### src/rtl/mem_req_driver_if.sv
// Handshake bundle for mem_req_driver: three upstream request ports
// plus the valid/ready/data lanes toward mem_ctrl.
interface mem_req_driver_if;
  logic       s_req_valid;
  logic [3:0] s_req_data;
  logic       s_req_ready;
  logic       f_req_valid;
  logic [3:0] f_req_data;
  logic       f_req_ready;
  logic       r_req_valid;
  logic [3:0] r_req_data;
  logic       r_req_ready;
  logic       sdram_ready;
  logic       flash_ready;
  logic       rom_ready;
  logic       sdram_valid;
  logic [1:0] sdram_data_o;
  logic       flash_valid;
  logic [3:0] flash_data_o;
  logic       rom_valid;
  logic       rom_data_o;

  modport master (
    input  s_req_valid, s_req_data, f_req_valid, f_req_data, r_req_valid, r_req_data,
    output s_req_ready, f_req_ready, r_req_ready,
    input  sdram_ready, flash_ready, rom_ready,
    output sdram_valid, sdram_data_o, flash_valid, flash_data_o, rom_valid, rom_data_o
  );

  modport slave (
    output s_req_valid, s_req_data, f_req_valid, f_req_data, r_req_valid, r_req_data,
    input  s_req_ready, f_req_ready, r_req_ready,
    output sdram_ready, flash_ready, rom_ready,
    input  sdram_valid, sdram_data_o, flash_valid, flash_data_o, rom_valid, rom_data_o
  );
endinterface

### src/rtl/mem_req_driver.sv
// Upstream stage of mem_ctrl: turns one 4-bit request per channel into a
// fixed-length valid burst followed by a forced valid-low gap.
module mem_req_driver #(
  parameter int BURST_LEN  = 5,
  parameter int GAP_CYCLES = 1,
  parameter int CNT_W      = 8
) (
  input  logic             clock,
  input  logic             reset,
  input  logic             sync_mode,
  input  logic             abort,
  mem_req_driver_if.master bus,
  output logic [2:0]       done,
  output logic [CNT_W-1:0] s_cnt,
  output logic [CNT_W-1:0] f_cnt,
  output logic [CNT_W-1:0] r_cnt
);

  localparam logic [1:0] ST_IDLE  = 2'd0;
  localparam logic [1:0] ST_ARMED = 2'd1;
  localparam logic [1:0] ST_BURST = 2'd2;
  localparam logic [1:0] ST_GAP   = 2'd3;
  localparam logic [2:0] LAST_BEAT = 3'(BURST_LEN - 1);
  localparam logic [1:0] LAST_GAP  = 2'(GAP_CYCLES - 1);
  // Channel indices follow the {s,f,r} bit order of done.
  localparam int S = 2;
  localparam int F = 1;
  localparam int R = 0;

  function automatic logic [1:0] sdram_beat(input logic [3:0] d, input logic [2:0] b);
    logic [1:0] v;
    case (b)
      3'd0:    v = d[1:0];
      3'd1:    v = d[3:2];
      default: v = 2'b00;
    endcase
    return v;
  endfunction

  function automatic logic [3:0] flash_beat(input logic [3:0] d, input logic [2:0] b);
    logic [3:0] v;
    if (b == 3'd0) v = d;
    else           v = 4'h0;
    return v;
  endfunction

  function automatic logic rom_beat(input logic [3:0] d, input logic [2:0] b);
    logic v;
    case (b)
      3'd0:    v = d[0];
      3'd1:    v = d[1];
      3'd2:    v = d[2];
      default: v = d[3];
    endcase
    return v;
  endfunction

  logic [2:0]       req_valid_s;
  logic [2:0]       mem_ready_s;
  logic [2:0]       launch_s;
  logic [2:0]       done_nxt_s;
  logic             all_armed_s;
  logic [3:0]       req_data_s  [3];
  logic [1:0]       state_r     [3];
  logic [1:0]       state_nxt_s [3];
  logic [3:0]       data_r      [3];
  logic [3:0]       data_nxt_s  [3];
  logic [2:0]       beat_r      [3];
  logic [2:0]       beat_nxt_s  [3];
  logic [1:0]       gap_r       [3];
  logic [1:0]       gap_nxt_s   [3];
  logic [CNT_W-1:0] cnt_r       [3];
  logic [2:0]       req_ready_r;
  logic [2:0]       done_r;
  logic             sdram_valid_r;
  logic [1:0]       sdram_data_r;
  logic             flash_valid_r;
  logic [3:0]       flash_data_r;
  logic             rom_valid_r;
  logic             rom_data_r;

  assign req_valid_s    = {bus.s_req_valid, bus.f_req_valid, bus.r_req_valid};
  assign mem_ready_s    = {bus.sdram_ready, bus.flash_ready, bus.rom_ready};
  assign req_data_s[S]  = bus.s_req_data;
  assign req_data_s[F]  = bus.f_req_data;
  assign req_data_s[R]  = bus.r_req_data;

  // Next-state logic for the three channel FSMs, including launch arbitration.
  always_comb begin
    all_armed_s = (state_r[S] == ST_ARMED) && (state_r[F] == ST_ARMED) && (state_r[R] == ST_ARMED);
    launch_s    = 3'b000;
    done_nxt_s  = 3'b000;
    for (int i = 0; i < 3; i++) begin
      state_nxt_s[i] = state_r[i];
      data_nxt_s[i]  = data_r[i];
      beat_nxt_s[i]  = beat_r[i];
      gap_nxt_s[i]   = gap_r[i];
      if (sync_mode) launch_s[i] = all_armed_s && (mem_ready_s == 3'b111);
      else           launch_s[i] = (state_r[i] == ST_ARMED) && mem_ready_s[i];
      case (state_r[i])
        ST_IDLE: begin
          if (req_valid_s[i]) begin
            state_nxt_s[i] = ST_ARMED;
            data_nxt_s[i]  = req_data_s[i];
          end else begin
            state_nxt_s[i] = ST_IDLE;
          end
        end
        ST_ARMED: begin
          if (launch_s[i]) begin
            state_nxt_s[i] = ST_BURST;
            beat_nxt_s[i]  = 3'd0;
          end else begin
            state_nxt_s[i] = ST_ARMED;
          end
        end
        ST_BURST: begin
          if (abort) begin
            state_nxt_s[i] = ST_IDLE;
          end else if (beat_r[i] == LAST_BEAT) begin
            state_nxt_s[i] = ST_GAP;
            gap_nxt_s[i]   = 2'd0;
          end else begin
            beat_nxt_s[i]  = beat_r[i] + 3'd1;
          end
        end
        ST_GAP: begin
          if (abort || (gap_r[i] == LAST_GAP)) begin
            state_nxt_s[i] = ST_IDLE;
          end else begin
            gap_nxt_s[i]   = gap_r[i] + 2'd1;
          end
        end
        default: state_nxt_s[i] = ST_IDLE;
      endcase
      done_nxt_s[i] = (state_nxt_s[i] == ST_BURST) && (beat_nxt_s[i] == LAST_BEAT);
    end
  end

  // State, counters and all outputs registered from the next-state values.
  always_ff @(posedge clock) begin
    if (reset) begin
      for (int i = 0; i < 3; i++) begin
        state_r[i] <= ST_IDLE;
        data_r[i]  <= 4'h0;
        beat_r[i]  <= 3'd0;
        gap_r[i]   <= 2'd0;
        cnt_r[i]   <= '0;
      end
      req_ready_r   <= 3'b111;
      done_r        <= 3'b000;
      sdram_valid_r <= 1'b0;
      sdram_data_r  <= 2'b00;
      flash_valid_r <= 1'b0;
      flash_data_r  <= 4'h0;
      rom_valid_r   <= 1'b0;
      rom_data_r    <= 1'b0;
    end else begin
      for (int i = 0; i < 3; i++) begin
        state_r[i]     <= state_nxt_s[i];
        data_r[i]      <= data_nxt_s[i];
        beat_r[i]      <= beat_nxt_s[i];
        gap_r[i]       <= gap_nxt_s[i];
        req_ready_r[i] <= (state_nxt_s[i] == ST_IDLE);
        if (done_nxt_s[i] && (cnt_r[i] != {CNT_W{1'b1}})) cnt_r[i] <= cnt_r[i] + 1'b1;
        else                                                cnt_r[i] <= cnt_r[i];
      end
      done_r        <= done_nxt_s;
      sdram_valid_r <= (state_nxt_s[S] == ST_BURST);
      sdram_data_r  <= (state_nxt_s[S] == ST_BURST) ? sdram_beat(data_nxt_s[S], beat_nxt_s[S]) : 2'b00;
      flash_valid_r <= (state_nxt_s[F] == ST_BURST);
      flash_data_r  <= (state_nxt_s[F] == ST_BURST) ? flash_beat(data_nxt_s[F], beat_nxt_s[F]) : 4'h0;
      rom_valid_r   <= (state_nxt_s[R] == ST_BURST);
      rom_data_r    <= (state_nxt_s[R] == ST_BURST) ? rom_beat(data_nxt_s[R], beat_nxt_s[R]) : 1'b0;
    end
  end

  assign bus.s_req_ready  = req_ready_r[S];
  assign bus.f_req_ready  = req_ready_r[F];
  assign bus.r_req_ready  = req_ready_r[R];
  assign bus.sdram_valid  = sdram_valid_r;
  assign bus.sdram_data_o = sdram_data_r;
  assign bus.flash_valid  = flash_valid_r;
  assign bus.flash_data_o = flash_data_r;
  assign bus.rom_valid    = rom_valid_r;
  assign bus.rom_data_o   = rom_data_r;
  assign done  = done_r;
  assign s_cnt = cnt_r[S];
  assign f_cnt = cnt_r[F];
  assign r_cnt = cnt_r[R];

endmodule

### src/flat_wrapper.sv
// flat-port wrapper written by rule: the top's interface ports become plain ports
module mem_req_driver_flat 
#(
  parameter int BURST_LEN  = 5,
  parameter int GAP_CYCLES = 1,
  parameter int CNT_W      = 8
)
  (clock, reset, sync_mode, abort, done, s_cnt, f_cnt, r_cnt, bus_s_req_valid, bus_s_req_data, bus_f_req_valid, bus_f_req_data, bus_r_req_valid, bus_r_req_data, bus_s_req_ready, bus_f_req_ready, bus_r_req_ready, bus_sdram_ready, bus_flash_ready, bus_rom_ready, bus_sdram_valid, bus_sdram_data_o, bus_flash_valid, bus_flash_data_o, bus_rom_valid, bus_rom_data_o);
  mem_req_driver_if bus_i ();
  input  logic clock;
  input  logic reset;
  input  logic sync_mode;
  input  logic abort;
  output logic [2:0] done;
  output logic [CNT_W-1:0] s_cnt;
  output logic [CNT_W-1:0] f_cnt;
  output logic [CNT_W-1:0] r_cnt;
  input wire logic [$bits(bus_i.s_req_valid)-1:0] bus_s_req_valid;
  input wire logic [$bits(bus_i.s_req_data)-1:0] bus_s_req_data;
  input wire logic [$bits(bus_i.f_req_valid)-1:0] bus_f_req_valid;
  input wire logic [$bits(bus_i.f_req_data)-1:0] bus_f_req_data;
  input wire logic [$bits(bus_i.r_req_valid)-1:0] bus_r_req_valid;
  input wire logic [$bits(bus_i.r_req_data)-1:0] bus_r_req_data;
  output wire logic [$bits(bus_i.s_req_ready)-1:0] bus_s_req_ready;
  output wire logic [$bits(bus_i.f_req_ready)-1:0] bus_f_req_ready;
  output wire logic [$bits(bus_i.r_req_ready)-1:0] bus_r_req_ready;
  input wire logic [$bits(bus_i.sdram_ready)-1:0] bus_sdram_ready;
  input wire logic [$bits(bus_i.flash_ready)-1:0] bus_flash_ready;
  input wire logic [$bits(bus_i.rom_ready)-1:0] bus_rom_ready;
  output wire logic [$bits(bus_i.sdram_valid)-1:0] bus_sdram_valid;
  output wire logic [$bits(bus_i.sdram_data_o)-1:0] bus_sdram_data_o;
  output wire logic [$bits(bus_i.flash_valid)-1:0] bus_flash_valid;
  output wire logic [$bits(bus_i.flash_data_o)-1:0] bus_flash_data_o;
  output wire logic [$bits(bus_i.rom_valid)-1:0] bus_rom_valid;
  output wire logic [$bits(bus_i.rom_data_o)-1:0] bus_rom_data_o;
  assign bus_i.s_req_valid = bus_s_req_valid;
  assign bus_i.s_req_data = bus_s_req_data;
  assign bus_i.f_req_valid = bus_f_req_valid;
  assign bus_i.f_req_data = bus_f_req_data;
  assign bus_i.r_req_valid = bus_r_req_valid;
  assign bus_i.r_req_data = bus_r_req_data;
  assign bus_s_req_ready = bus_i.s_req_ready;
  assign bus_f_req_ready = bus_i.f_req_ready;
  assign bus_r_req_ready = bus_i.r_req_ready;
  assign bus_i.sdram_ready = bus_sdram_ready;
  assign bus_i.flash_ready = bus_flash_ready;
  assign bus_i.rom_ready = bus_rom_ready;
  assign bus_sdram_valid = bus_i.sdram_valid;
  assign bus_sdram_data_o = bus_i.sdram_data_o;
  assign bus_flash_valid = bus_i.flash_valid;
  assign bus_flash_data_o = bus_i.flash_data_o;
  assign bus_rom_valid = bus_i.rom_valid;
  assign bus_rom_data_o = bus_i.rom_data_o;
  mem_req_driver #(.BURST_LEN(BURST_LEN), .GAP_CYCLES(GAP_CYCLES), .CNT_W(CNT_W)) u_core (.clock(clock), .reset(reset), .sync_mode(sync_mode), .abort(abort), .bus(bus_i), .done(done), .s_cnt(s_cnt), .f_cnt(f_cnt), .r_cnt(r_cnt));
endmodule
### config.mk
export PLATFORM = sky130hd
export DESIGN_NAME = mem_req_driver_flat
export DESIGN_NICKNAME = d
export VERILOG_FILES = /design/src/rtl/mem_req_driver_if.sv /design/src/rtl/mem_req_driver.sv /design/src/flat_wrapper.sv
export SDC_FILE = /design/constraint.sdc
export NUM_CORES = 1
export LEC_CHECK = 0
export BUFFER_PORTS_ARGS = -buffer_cell sky130_fd_sc_hd__buf_2
export CAP_MARGIN = 30
export CORE_MARGIN = 4
export CORE_UTILIZATION = 49
export DETAILED_ROUTE_END_ITERATION = 8
export PLACE_DENSITY = 0.81
export SLEW_MARGIN = 20
export SYNTH_ARGS = -nofsm -noshare
export SYNTH_HDL_FRONTEND = slang
export SYNTH_SLANG_ARGS = --single-unit
export TNS_END_PERCENT = 30
### constraint.sdc
create_clock -name clock -period 6.4 [get_ports clock]
set_input_delay 0 -clock clock [delete_from_list [all_inputs] [get_ports clock]]
set_output_delay 0 -clock clock [all_outputs]
set_load 0.01 [all_outputs]
==> Word-level counts from Yosys, hierarchy flattened <==
Memories as Yosys holds them, arrays and structs flattened.
Index checks and enable logic that the tools add are counted.
{ "word_totals": {"register_bits": 16, "output_inout_bits": 40, "input_bits": 22, "ram_bits": 57, "n_memories": 5, "wordCells": 191} }
{ "classes": {"n_reduce_logical": 30, "n_addsub": 9, "mux": 92, "eq_ne": 25, "bitwise": 22} }
{ "mem_list": {"columns": ["memory", "depth", "width", "rd", "rd_ports_with_merged_regs", "wr", "line_no", "rtl"], "rows": [
  ["u_core.cnt_r", 3, 8, 3, 0, 3, "mem_req_driver.sv:72", "logic [CNT_W-1:0] cnt_r [3];"],
  ["u_core.data_r", 3, 4, 3, 0, 3, "mem_req_driver.sv:66", "logic [3:0] data_r [3];"],
  ["u_core.beat_r", 3, 3, 3, 0, 3, "mem_req_driver.sv:68", "logic [2:0] beat_r [3];"],
  ["u_core.gap_r", 3, 2, 3, 0, 3, "mem_req_driver.sv:70", "logic [1:0] gap_r [3];"],
  ["u_core.state_r", 3, 2, 3, 0, 3, "mem_req_driver.sv:64", "logic [1:0] state_r [3];"]
]} }
{ "ops": {"columns": ["operator", "n"], "rows": [
  ["2-to-1 mux 2 bit", 27],
  ["2-to-1 mux 8 bit", 6],
  ["2-to-1 mux 3 bit", 12],
  ["2-to-1 mux 4 bit", 9],
  ["2-to-1 mux 1 bit", 27],
  ["adder 8 x 1 -> 8 bit, second input constant", 3],
  ["inequality test 8 bit, second input constant", 3],
  ["case mux 2 bit (4 select lines)", 3],
  ["== test 3 bit, second input constant", 7],
  ["== test 2 bit, second input constant", 9],
  ["zero test 2 bit", 9],
  ["OR 1 bit", 18],
  ["case mux 3 bit (2 select lines)", 3],
  ["case mux 2 bit (2 select lines)", 4],
  ["logical AND 1 bit", 12],
  ["adder 3 x 1 -> 3 bit, second input constant", 3],
  ["zero test 3 bit", 3],
  ["adder 2 x 1 -> 2 bit, second input constant", 3],
  ["== test 2 x 1 -> 1 bit, second input constant", 3],
  ["== test 3 x 1 -> 1 bit, second input constant", 2],
  ["inverter 1 bit", 4],
  ["OR reduction 2 bit", 2],
  ["== test 3 x 2 -> 1 bit, second input constant", 1],
  ["logical OR 1 bit", 3],
  ["2 further kinds", 2]
]} }

==> Logic depth before layout (Yosys ltp) <==
Gate-level depths: netlist of run 1.
An unclocked memory read counts as a cell.
{ "depth": {"word_depth": 16, "depth_mapped": 9, "depth_no_buf": 8} }

==> Worst setup path before layout of run 1 <==
No wires, ideal clock.
{ "synth_path": {"path_kind": "register to register", "from": "mem u_core.state_r[1][1] (netlist: u_core.state_r[0][3])", "to": "mem u_core.cnt_r[0][0], enable pin", "required_time_ps": 6016, "synth_period_minus_slack_ps": 2773, "setup_slack_ps": 3627, "arrival_time_ps": 2389, "n_path_buf": 0, "path_stages_with_launch": 9, "setup_ps": 384, "cell_sequence": "dfxtp_1 inv_1 ha_1 nand4_2 o311a_4 or3_1 nor2b_1 nand4_1 o21ai_0"} }
{ "synth_rtl": {"columns": ["item", "line_no"], "rows": [
  ["from (decl)", "mem_req_driver.sv:64"],
  ["to (decl)", "mem_req_driver.sv:72"]
]} }

==> results of run 1 <==
## power breakdown
| group | total, mW | switching, mW | internal [mW] |
|---|---|---|---|
| registers | 0.515 | 0.0148 | 0.500 |
| clock network | 0.439 | 0.173 | 0.266 |
| logic | 0.112 | 0.0628 | 0.0490 |
| total | 1.07 | 0.250 | 0.815 |
## how the worst min path moves through the flow
stage / to / cells past startpoint
after global routing: u_core.data_r[0][3] / 3
after global placement: u_core.data_r[0][5] / 3
after floorplan: u_core.data_r[0][8] / 2
final: u_core.data_r[0][3] / 3
after CTS: u_core.data_r[0][3] / 3
after detailed placement: u_core.bus.flash_data_o[3] / 3
## placed cells by master (no fill, tap or decap), types with 2 or more instances in the layout
cell type	netlist	layout
a211o_2	3	3
a211oi_1	3	3
a21o_1	2	2
a21oi_1	26	26
a221oi_1	4	4
a31oi_1	4	4
and2_1	9	9
and3_1	6	6
and3b_1	2	2
buf_2	1	63
bufinv_16	0	2
clkbuf_8	2	11
dfxtp_1	49	49
dlygate4sd3_1	0	13
edfxtp_1	24	24
ha_1	27	27
inv_1	32	32
mux2i_1	12	12
nand2_1	33	33
nand2b_1	5	5
nand3_1	16	16
nand3b_1	2	2
nand4_1	5	5
nor2_1	53	53
nor2b_1	7	7
nor3_1	2	2
nor3b_2	2	2
o211ai_1	2	2
o21ai_0	15	15
o221ai_1	2	2
o31ai_1	4	4
o32a_1	2	2
or3_1	6	6
xnor2_1	6	6
xor2_1	8	8
## flip-flops by register name, summed over array words and instances (netlist names)
signal / count
u_core.cnt_r: 24
u_core.data_r: 12
u_core.beat_r: 9
u_core.gap_r: 6
u_core.state_r: 6
u_core.bus.flash_data_o: 4
u_core.done: 3
u_core.req_ready_r: 3
u_core.bus.sdram_data_o: 2
u_core.bus.flash_valid: 1
u_core.bus.rom_data_o: 1
u_core.bus.rom_valid: 1
u_core.bus.sdram_valid: 1
## cells in the mapped netlist (all sizes together), types with 7 or more instances
master / number
nor2: 53
dfxtp: 49
nand2: 33
inv: 32
ha: 27
a21oi: 26
edfxtp: 24
nand3: 16
o21ai: 16
mux2i: 12
and2: 9
xor2: 8
and3: 7
clkbuf: 7
nor2b: 7
## metal layers
| metal | GRT usage, % | share of wire, % |
|---|---|---|
| met4 | 8.412 | 2.1 |
| met5 | 0 | 0 |
| met2 | 31.68 | 50 |
| met3 | 3.518 | 5.0 |
| met1 | 22.14 | 43 |
## worst max-delay path: cells and delay by family, from the launching register on
kind	cells	cell delay, ps
buf+inv	2	400
fa+ha+maj	1	240
simple gates	4	860
flops	1	330
compound gates	2	900
## kinds of logic (layout without fill, tap and decap cells)
group | after synthesis | after routing | synth area share (%)
DFF | 73 | 73 | 44.78
adders and majority gates | 27 | 27 | 8.890
buffers and inverters | 41 | 125 | 4.808
AOI/OAI and AO/OA | 77 | 77 | 13.96
muxes | 14 | 14 | 3.754
xor gates and xnor gates | 14 | 14 | 3.227
and+or+nand+nor | 156 | 156 | 20.58
## stage by stage
stage | hold slack, ps | power, mW
detailed placement | 261.6 | 0.6309
global placement | 254.0 | 0.6259
floorplan | 156.3 | 0.5942
CTS | 13.06 | 1.074
finish | 25.01 | 1.065
global route | 34.83 | 1.110
## final cells by class
type	instances	area (µm²)
inverter	32	120.1
tap	99	123.9
timing repair buffer	77	452.9
multi-input combinational	288	1916
clock inverter	3	68.82
sequential	73	1702
fill	627	2845
clock buffer	13	180.2
## timing repair
item	CTS	global route
buffers inserted	0	0
hold buffers	13	0
endpoints found under the hold margin	17	0
==> metrics.txt, run 1 <==
Slowest-stage cell, CP=o21ai_0; CTS root buffer=clkbuf_8; Final nets=between 500 and 600; Area contributors post-synth=dfxtp_1 (26%), edfxtp_1 (19%), ha_1 (8.9%); unrepaired setup endpoints after global routing=false; Via density=5.362; post-layout instance area=around 0.0046 mm²; Post-DP Area=0.004184 mm²; Skew-Pair Late Insertion Delay=around 350 ps; CP max FO=6; Synth area leader=dfxtp_1; EDFF count, synth=24; CP Capture Type=flip-flop; R2R depth=9; Starting Density=51.29%; slowest stage delay, CP=520 ps; Hold Startpoint=bus_r_req_data[3]; Final Hold Viols=0; r2r setup slk=3360 ps; H-tree levels=3; status=finished, final reports clean; GPL Wtd Cong=0.8903; cells after synthesis=402; final setup vio count=0; Hold Crit Class=input port to flip-flop; skew final=a little over 10 ps; Worst-path clk slew=roughly 80 ps; # IOs=slightly above 60; Reg2Reg Capture Point=u_core.cnt_r[0][6]; CP cell instances=inv_1 -> ha_1 -> nand4_2 -> o311a_4 -> or3_1 -> nor2b_1 -> nand4_1 -> o21ai_0 -> buf_2; DP HPWL=between 5 and 6 mm; mapped cell area=0.003800 mm²; worst-case clock buffer depth=2; antenna cells=0; pwr dens=between 200 and 250 mW/mm²; Wirelength per Cell=14.03 µm; largest net degree at the start of global routing=59; post-cts gate resize count=0; flops & latches, synth=between 70 and 80; non-filler cells, final=between 500 and 600; total congestion overflow=0; post-synth top area share=about 26%; fin crit share=between 40% and 50%; sequential share of the synthesized area=~45%; worst r2r src=u_core.state_r[0][1]; slew of the pin with the lowest slew margin=636.4 ps; global-route usage over all layers=a little under a fifth; startpoint types=flip-flop; Yosys warnings=0; full die area=0.009228 mm²; First DRT Iteration DRCs=130; fin crit period=about 3000 ps; maxcap violations=0; synth unique cells=between 50 and 60; post-place setup slack=about 3400 ps; Total Neg Setup Slack=0 ps; Worst Path Arrival=~3100 ps; share of cells above drive strength 1=19.55%; vias=approximately 3100; FP Rows=31; Max Transition Viols Final=0; Worst Setup EP=u_core.cnt_r[0][6]; drt total wl=roughly 8.2 mm; async set-reset flop share out of synthesis=0%; Inserted Clock Buffers=9; first-pass GRT wire length=about 13 mm; Syn Area/Cell=between 9 and 10 µm²; Residual DRC=0; CP required=6450 ps; worst setup margin=roughly 3400 ps; Final ANT Viol Nets=0; CTS tree=done; antenna violations before repair=0; crit path from=u_core.state_r[0][1]; Max Clk Rate=328.9 MHz; Placed Instances=about 560; Area growth, synth to finish=20.09%; peak supply drop=~0.13 mV; CORE AREA=approximately 0.0074 mm²; DIE HEIGHT=96.06 µm; drt pass-1 iters=4; max_slew headroom=57.21%; synthesized net count=451; vias in the first global route=between 3000 and 4000; clk sink count=73; Post-synth top flop=dfxtp_1; Leak Pwr=1.900 nW; Die X=roughly 96 µm; Final Util=between 60% and 70%; Port Buf Inserts=61; crit path kind=flip-flop to flip-flop
(Power assumes the default switching activity.)
==> run 2: changes to the inputs <==
- ABC_AREA: default -> 1
- PLACE_DENSITY: 0.81 -> 0.84
- clock period: 6.4 -> 2.7 ns (I/O delays scaled with it)
==> metrics.txt, run 2 <==
FP Rows=31 (unchanged); max_slew headroom=55.72% (was 57.21%); first-pass GRT wire length=13.48 mm (was 13.19 mm); Residual DRC=0 (unchanged); Worst Path Arrival=2390 ps (was 3090 ps); commonest non-fill, non-tap cell in the layout=nor2_1 (was buf_2); flops & latches, synth=73 (unchanged); Area growth, synth to finish=19.88% (was 20.09%); Wirelength per Cell=12.52 µm (was 14.03 µm); share of cells above drive strength 1=19.13% (was 19.55%); sequential share of the synthesized area=44.69% (was 44.78%); EDFF count, synth=24 (unchanged); Slowest-stage cell, CP=dfxtp_1 (was o21ai_0); unrepaired setup endpoints after global routing=false (unchanged); DIE HEIGHT=96.15 µm (was 96.06 µm); GPL Wtd Cong=0.8923 (was 0.8903); full die area=0.009245 mm² (was 0.009228 mm²); status=finished, final reports clean (unchanged); peak supply drop=0.2954 mV (was 0.1268 mV); most frequent cell on the critical path=inv_1; CP max FO=8 (was 6); global-route usage over all layers=18.65% (was 18.42%); fin crit share=86.35% (was 47.50%); Total Neg Setup Slack=0 ps (unchanged); skew final=7.936 ps (was 10.31 ps); Skew-Pair Late Insertion Delay=350 ps (about the same); clk sink count=73 (unchanged); most frequent cell after synthesis=nor2_1 (unchanged); Starting Density=51.39% (was 51.29%); cells after synthesis=469 (was 402); CTS tree=done (unchanged); Max Transition Viols Final=0 (unchanged); First DRT Iteration DRCs=121 (was 130); largest net degree at the start of global routing=46 (was 59); r2r setup slk=370 ps (was 3360 ps); Post-synth top cells=nor2_1 (73), inv_1 (69), nand2_1 (67), dfxtp_1 (49), o21ai_0 (35) (was nor2_1 (53), dfxtp_1 (49), nand2_1 (33), inv_1 (32), ha_1 (27)); slowest stage delay, CP=400 ps (was 520 ps); Final Hold Viols=0 (unchanged); async set-reset flop share out of synthesis=0% (unchanged); Port Buf Inserts=61 (unchanged); Area contributors post-synth=dfxtp_1 (26%), edfxtp_1 (19%), ha_1 (8.9%) (unchanged); startpoint types=flip-flop (unchanged); CP cell instances=inv_1 -> ha_1 -> inv_1 -> nor2_1 -> o21ai_0 -> nand3_2 -> nand2_2 -> inv_1 -> nor2_1 -> nand3_1 -> o21ai_1 -> buf_4 (was inv_1 -> ha_1 -> nand4_2 -> o311a_4 -> or3_1 -> nor2b_1 -> nand4_1 -> o21ai_0 -> buf_2); Hold Crit Class=input port to flip-flop (unchanged); post-synth top area share=25.76% (was 25.81%); Synth area leader=dfxtp_1 (unchanged); Worst-path clk slew=80 ps (about the same); drt total wl=8.176 mm (was 8.205 mm); antenna cells=0 (unchanged); max reg flops=24 (unchanged); Final ANT Viol Nets=0 (unchanged); Final Util=61.61% (was 61.59%); crit path kind=flip-flop to flip-flop (unchanged); CTS root buffer=clkbuf_8 (unchanged); vias in the first global route=3208 (was 3001); CP Capture Type=flip-flop (unchanged); Post-synth top flop=dfxtp_1 (unchanged); Via density=5.061 (was 5.362); slew of the pin with the lowest slew margin=663.5 ps (was 636.4 ps); H-tree levels=3 (unchanged); pwr dens=530.3 mW/mm² (was 233.4 mW/mm²); Max Clk Rate=428.9 MHz (was 328.9 MHz); DP HPWL=6.063 mm (was 5.984 mm); Top Registers=u_core.cnt_r (24), u_core.data_r (12), u_core.beat_r (9) (unchanged); Final nets=598 (was 530); number of fill cells=643 (was 627); vias=3305 (was 3137); most frequent cells in the layout=nor2_1 (73), inv_1 (69), nand2_1 (67) (was buf_2 (63), nor2_1 (53), dfxtp_1 (49)); Leak Pwr=2.186 nW (was 1.900 nW); Die X=96.15 µm (was 96.06 µm); maxcap violations=0 (unchanged); worst hold margin=160.6 ps (was 25.01 ps); Syn Area/Cell=8.118 µm² (was 9.452 µm²); # IOs=62 (unchanged); Largest Register=u_core.cnt_r (unchanged); CP required=2760 ps (was 6450 ps); total congestion overflow=0 (unchanged); CORE AREA=0.007408 mm² (unchanged); drt pass-1 iters=4 (unchanged); Inserted Clock Buffers=9 (unchanged); mapped cell area=0.003807 mm² (was 0.003800 mm²); synth unique cells=35 (was 55); worst-case clock buffer depth=2 (unchanged); final setup vio count=0 (unchanged); fin crit period=2331 ps (was 3040 ps); synthesized net count=518 (was 451); antenna violations before repair=0 (unchanged); Yosys warnings=0 (unchanged)
[run 2: metal layers]
layer	wire (µm)	up-vias	GRT usage [%]
met4	169	0	7.820
met1	3410	1517	20.48
met3	344	19	3.597
met2	4252	73	34.62
met5	0	-	0
li1	-	1696	-
[run 2: cell type report]
| class | count | area [µm²] | share of cell area, % |
|---|---|---|---|
| clock inverter | 7 | 93.84 | 2.056 |
| timing repair buffer | 77 | 460.4 | 10.09 |
| clock buffer | 9 | 123.9 | 2.714 |
| sequential | 73 | 1702 | 37.28 |
| inverter | 73 | 276.5 | 6.058 |
| multi-input combinational | 315 | 1784 | 39.09 |
| tap | 99 | 123.9 | 2.714 |
[run 2: path summary, 6_finish.rpt]
path / start / to / depth (start not counted)
max reg2reg: u_core.state_r[0][0] / u_core.cnt_r[0][7] / 12
min reg2reg: u_core.gap_r[0][1] / u_core.gap_r[0][1] / 2
max: u_core.state_r[0][0] / u_core.cnt_r[0][7] / 12
min: bus_s_req_valid / u_core.state_r[0][4] / 4
[run 2: power breakdown]
group	leakage (nW)	switching (mW)	total (mW)	internal, mW
sequential	0.644	0.0311	1.22	1.19
clock	0.107	0.414	0.934	0.520
combinational	1.43	0.163	0.270	0.107
[run 2: logic make-up after synthesis]
group	share of synthesized area, %
multiplexers	1.840
buffers and inverters	8.446
AND/OR/NAND/NOR	23.40
adder cells (fa/ha/maj)	8.873
XOR/XNOR	0.9203
flip-flops	44.69
AO/OA/AOI/OAI	11.83
[run 2: through the flow]
step | cells | total power, mW | instance area [µm²] | setup slack, ps
2_1_floorplan | 469 | 1.412 | 3807 | 434.4
3_3_place_gp | 623 | 1.487 | 4207 | 503.8
3_5_place_dp | 623 | 1.497 | 4207 | 388.7
4_1_cts | 653 | 2.439 | 4564 | 361.9
5_1_grt | 653 | 2.527 | 4564 | 94.50
6_report | 653 | 2.421 | 4564 | 368.6
[run 2: repair_timing]
| item | CTS | global route |
|---|---|---|
| endpoints found under the hold margin | 20 | 0 |
| hold buffers | 14 | 0 |
| buffers inserted | 0 | 0 |
| resized for setup | 0 | 0 |
[run 2: critical path, delay by kind of cell (launching register included)]
kind | cells | cell delay [ps]
AOI/OAI and AO/OA | 2 | 370
adders and majority gates | 1 | 370
DFF | 1 | 400
and+or+nand+nor | 5 | 490
buffers and inverters | 4 | 420
==> run 3: changes to the inputs <==
- CELL_PAD_IN_SITES_DETAIL_PLACEMENT: default -> 1
- CELL_PAD_IN_SITES_GLOBAL_PLACEMENT: default -> 1
- CORE_UTILIZATION: 49 -> 38
- PLACE_DENSITY: 0.84 -> 0.86
==> metrics.txt, run 3 (synthesis gave the netlist of run 2 again) <==
pwr dens=517.2 mW/mm² (was 530.3 mW/mm²); DIE HEIGHT=108.1 µm (was 96.15 µm); CP required=2760 ps (about the same); total congestion overflow=0 (unchanged); Area growth, synth to finish=20.37% (was 19.88%); Worst-path clk slew=80 ps (about the same); Inserted Clock Buffers=9 (unchanged); status=finished, final reports clean (unchanged); skew final=10.84 ps (was 7.936 ps); slowest stage delay, CP=420 ps (was 400 ps); drt pass-1 iters=4 (unchanged); most frequent cell on the critical path=inv_1 (unchanged); maxcap violations=0 (unchanged); startpoint types=flip-flop (unchanged); max_slew headroom=54.11% (was 55.72%); Critical Path Stages=12 (unchanged); CTS tree=done (unchanged); worst r2r src=u_core.state_r[0][0] (unchanged); GPL Wtd Cong=0.7941 (was 0.8923); CP cell instances=inv_1 -> ha_1 -> inv_1 -> nor2_1 -> o21ai_0 -> nand3_2 -> nand2_2 -> inv_1 -> nor2_1 -> nand3_1 -> o21ai_1 -> buf_4 (unchanged); fin crit period=2386 ps (was 2331 ps); Residual DRC=0 (unchanged); post-place setup slack=313.1 ps (was 388.7 ps); Skew-Pair Late Insertion Delay=360 ps (was 350 ps); Placed Instances=657 (was 623); Post-DP Area=0.004249 mm² (was 0.004207 mm²); Hold Path Cell Cnt=5 (was 4); R2R depth=12 (unchanged); Largest Register=u_core.cnt_r (unchanged); CP Capture Type=flip-flop (unchanged); Hold Crit Class=input port to flip-flop (unchanged); Final Hold Viols=0 (unchanged); clk sink count=73 (unchanged); storage element area=0.001702 mm² (unchanged); worst setup margin=314.0 ps (was 368.6 ps); FP Rows=36 (was 31); unrepaired setup endpoints after global routing=false (unchanged); area occupied by multi-input gates=0.001784 mm² (unchanged); H-tree levels=3 (unchanged); share of cells above drive strength 1=18.95% (was 19.13%); max reg flops=24 (unchanged); Total Neg Setup Slack=0 ps (unchanged); Max Clk Rate=419.1 MHz (was 428.9 MHz); antenna violations before repair=0 (unchanged); Leak Pwr=2.170 nW (was 2.186 nW); post-layout instance area=0.004583 mm² (was 0.004564 mm²); slew of the pin with the lowest slew margin=687.6 ps (was 663.5 ps); crit path buf inv count=4 (unchanged); Reg2Reg Capture Point=u_core.cnt_r[0][6] (was u_core.cnt_r[0][7]); Top delay family on crit path=simple AND/OR/NAND/NOR gates (unchanged); First DRT Iteration DRCs=118 (was 121); crit path kind=flip-flop to flip-flop (unchanged); Top Registers=u_core.cnt_r (24), u_core.data_r (12), u_core.beat_r (9) (unchanged); vias in the first global route=3591 (was 3208); Final ANT Viol Nets=0 (unchanged); Slowest-stage cell, CP=dfxtp_1 (unchanged); CORE AREA=0.009774 mm² (was 0.007408 mm²); final setup vio count=0 (unchanged); Die X=108.1 µm (was 96.15 µm); number of fill cells=1223 (was 643); antenna cells=0 (unchanged); CTS root buffer=clkbuf_8 (unchanged); Hold Path Sink=u_core.state_r[0][2] (was u_core.state_r[0][4]); Via density=4.924 (was 5.061); Max Transition Viols Final=0 (unchanged); Design Power=2.370 mW (was 2.421 mW); drt total wl=10.04 mm (was 8.176 mm); Port Buf Inserts=61 (unchanged); peak supply drop=0.2865 mV (was 0.2954 mV); vias=3383 (was 3305); non-filler cells, final=687 (was 653); Hold Startpoint=sync_mode (was bus_s_req_valid); Final nets=598 (unchanged); Post-CTS Setup Inserts=0 (unchanged); commonest non-fill, non-tap cell in the layout=nor2_1 (unchanged); most frequent cells in the layout=nor2_1 (73), inv_1 (69), nand2_1 (67) (unchanged); Wirelength per Cell=14.61 µm (was 12.52 µm); full die area=0.01168 mm² (was 0.009245 mm²); fin crit share=88.37% (was 86.35%); largest net degree at the start of global routing=46 (unchanged); worst-case clock buffer depth=2 (unchanged); CP max FO=8 (unchanged); # IOs=62 (unchanged); Worst Path Arrival=2450 ps (was 2390 ps); first-pass GRT wire length=16.62 mm (was 13.48 mm); Starting Density=38.95% (was 51.39%); r2r setup slk=310 ps (was 370 ps); global-route usage over all layers=18.05% (was 18.65%); DP HPWL=7.472 mm (was 6.063 mm)
==> run 3: cell count changes in the layout (fill, tap and decap cells not counted), sizes merged <==
cell	before	now
bufinv	2	1
clkinvlp	1	2
==> run 3: through the flow <==
stage	utilization, %	hold WS, ps
2_1_floorplan	-	163.2
3_3_place_gp	43.47	259.0
3_5_place_dp	43.47	270.7
4_1_cts	46.89	173.4
5_1_grt	46.89	189.2
6_report	46.89	180.2
==> run 3: metal layers <==
layer  vias up  routed length, µm  track usage [%]
met5         -                  0                0
met4         0                188            7.033
met3        18                339            3.164
met2        61               5275            33.04
met1      1613               4232            20.83
li1       1691                  -                -
==> run 3: cell type report <==
type,instances,area share (%)
inverters,73,6.033
clock inverters,7,1.529
multi-input cells,315,38.93
flip-flops and latches,73,37.13
clock buffers,9,2.703
well taps,133,3.631
repair buffers,77,10.05
==> run 3: worst reg2reg max path: stages (launching register included) <==
cell	delay, ps
dfxtp_1	420
inv_1	110
ha_1	370
inv_1	70
nor2_1	40
o21ai_0	220
nand3_2	110
nand2_2	110
inv_1	50
nor2_1	90
nand3_1	150
o21ai_1	160
buf_4	200
==> run 3: what timing repair did <==
item,CTS,global route
endpoints found under the setup margin,0,0
resized for setup,0,0
endpoints found under the hold margin,20,0
hold buffers,14,0
==> run 3: worst max path at each step <==
stage / startpoint / endpoint / slack [ps]
6_report: u_core.state_r[0][0] / u_core.cnt_r[0][6] / 310
3_3_place_gp: u_core.state_r[0][0] / u_core.cnt_r[0][0] / 470
4_1_cts: u_core.state_r[0][0] / u_core.cnt_r[0][6] / 300
3_5_place_dp: u_core.state_r[0][0] / u_core.cnt_r[0][2] / 310
2_1_floorplan: u_core.state_r[0][0] / u_core.cnt_r[0][0] / 430
5_1_grt: u_core.state_r[0][1] / u_core.cnt_r[1][7] / 120
==> run 3: power breakdown <==
| group | internal [mW] | switching (mW) | leakage, nW |
|---|---|---|---|
| Sequential | 1.19 | 0.0333 | 0.644 |
| Combinational | 0.108 | 0.174 | 1.43 |
| Clock | 0.425 | 0.445 | 0.0909 |
| Total | 1.72 | 0.652 | 2.17 |
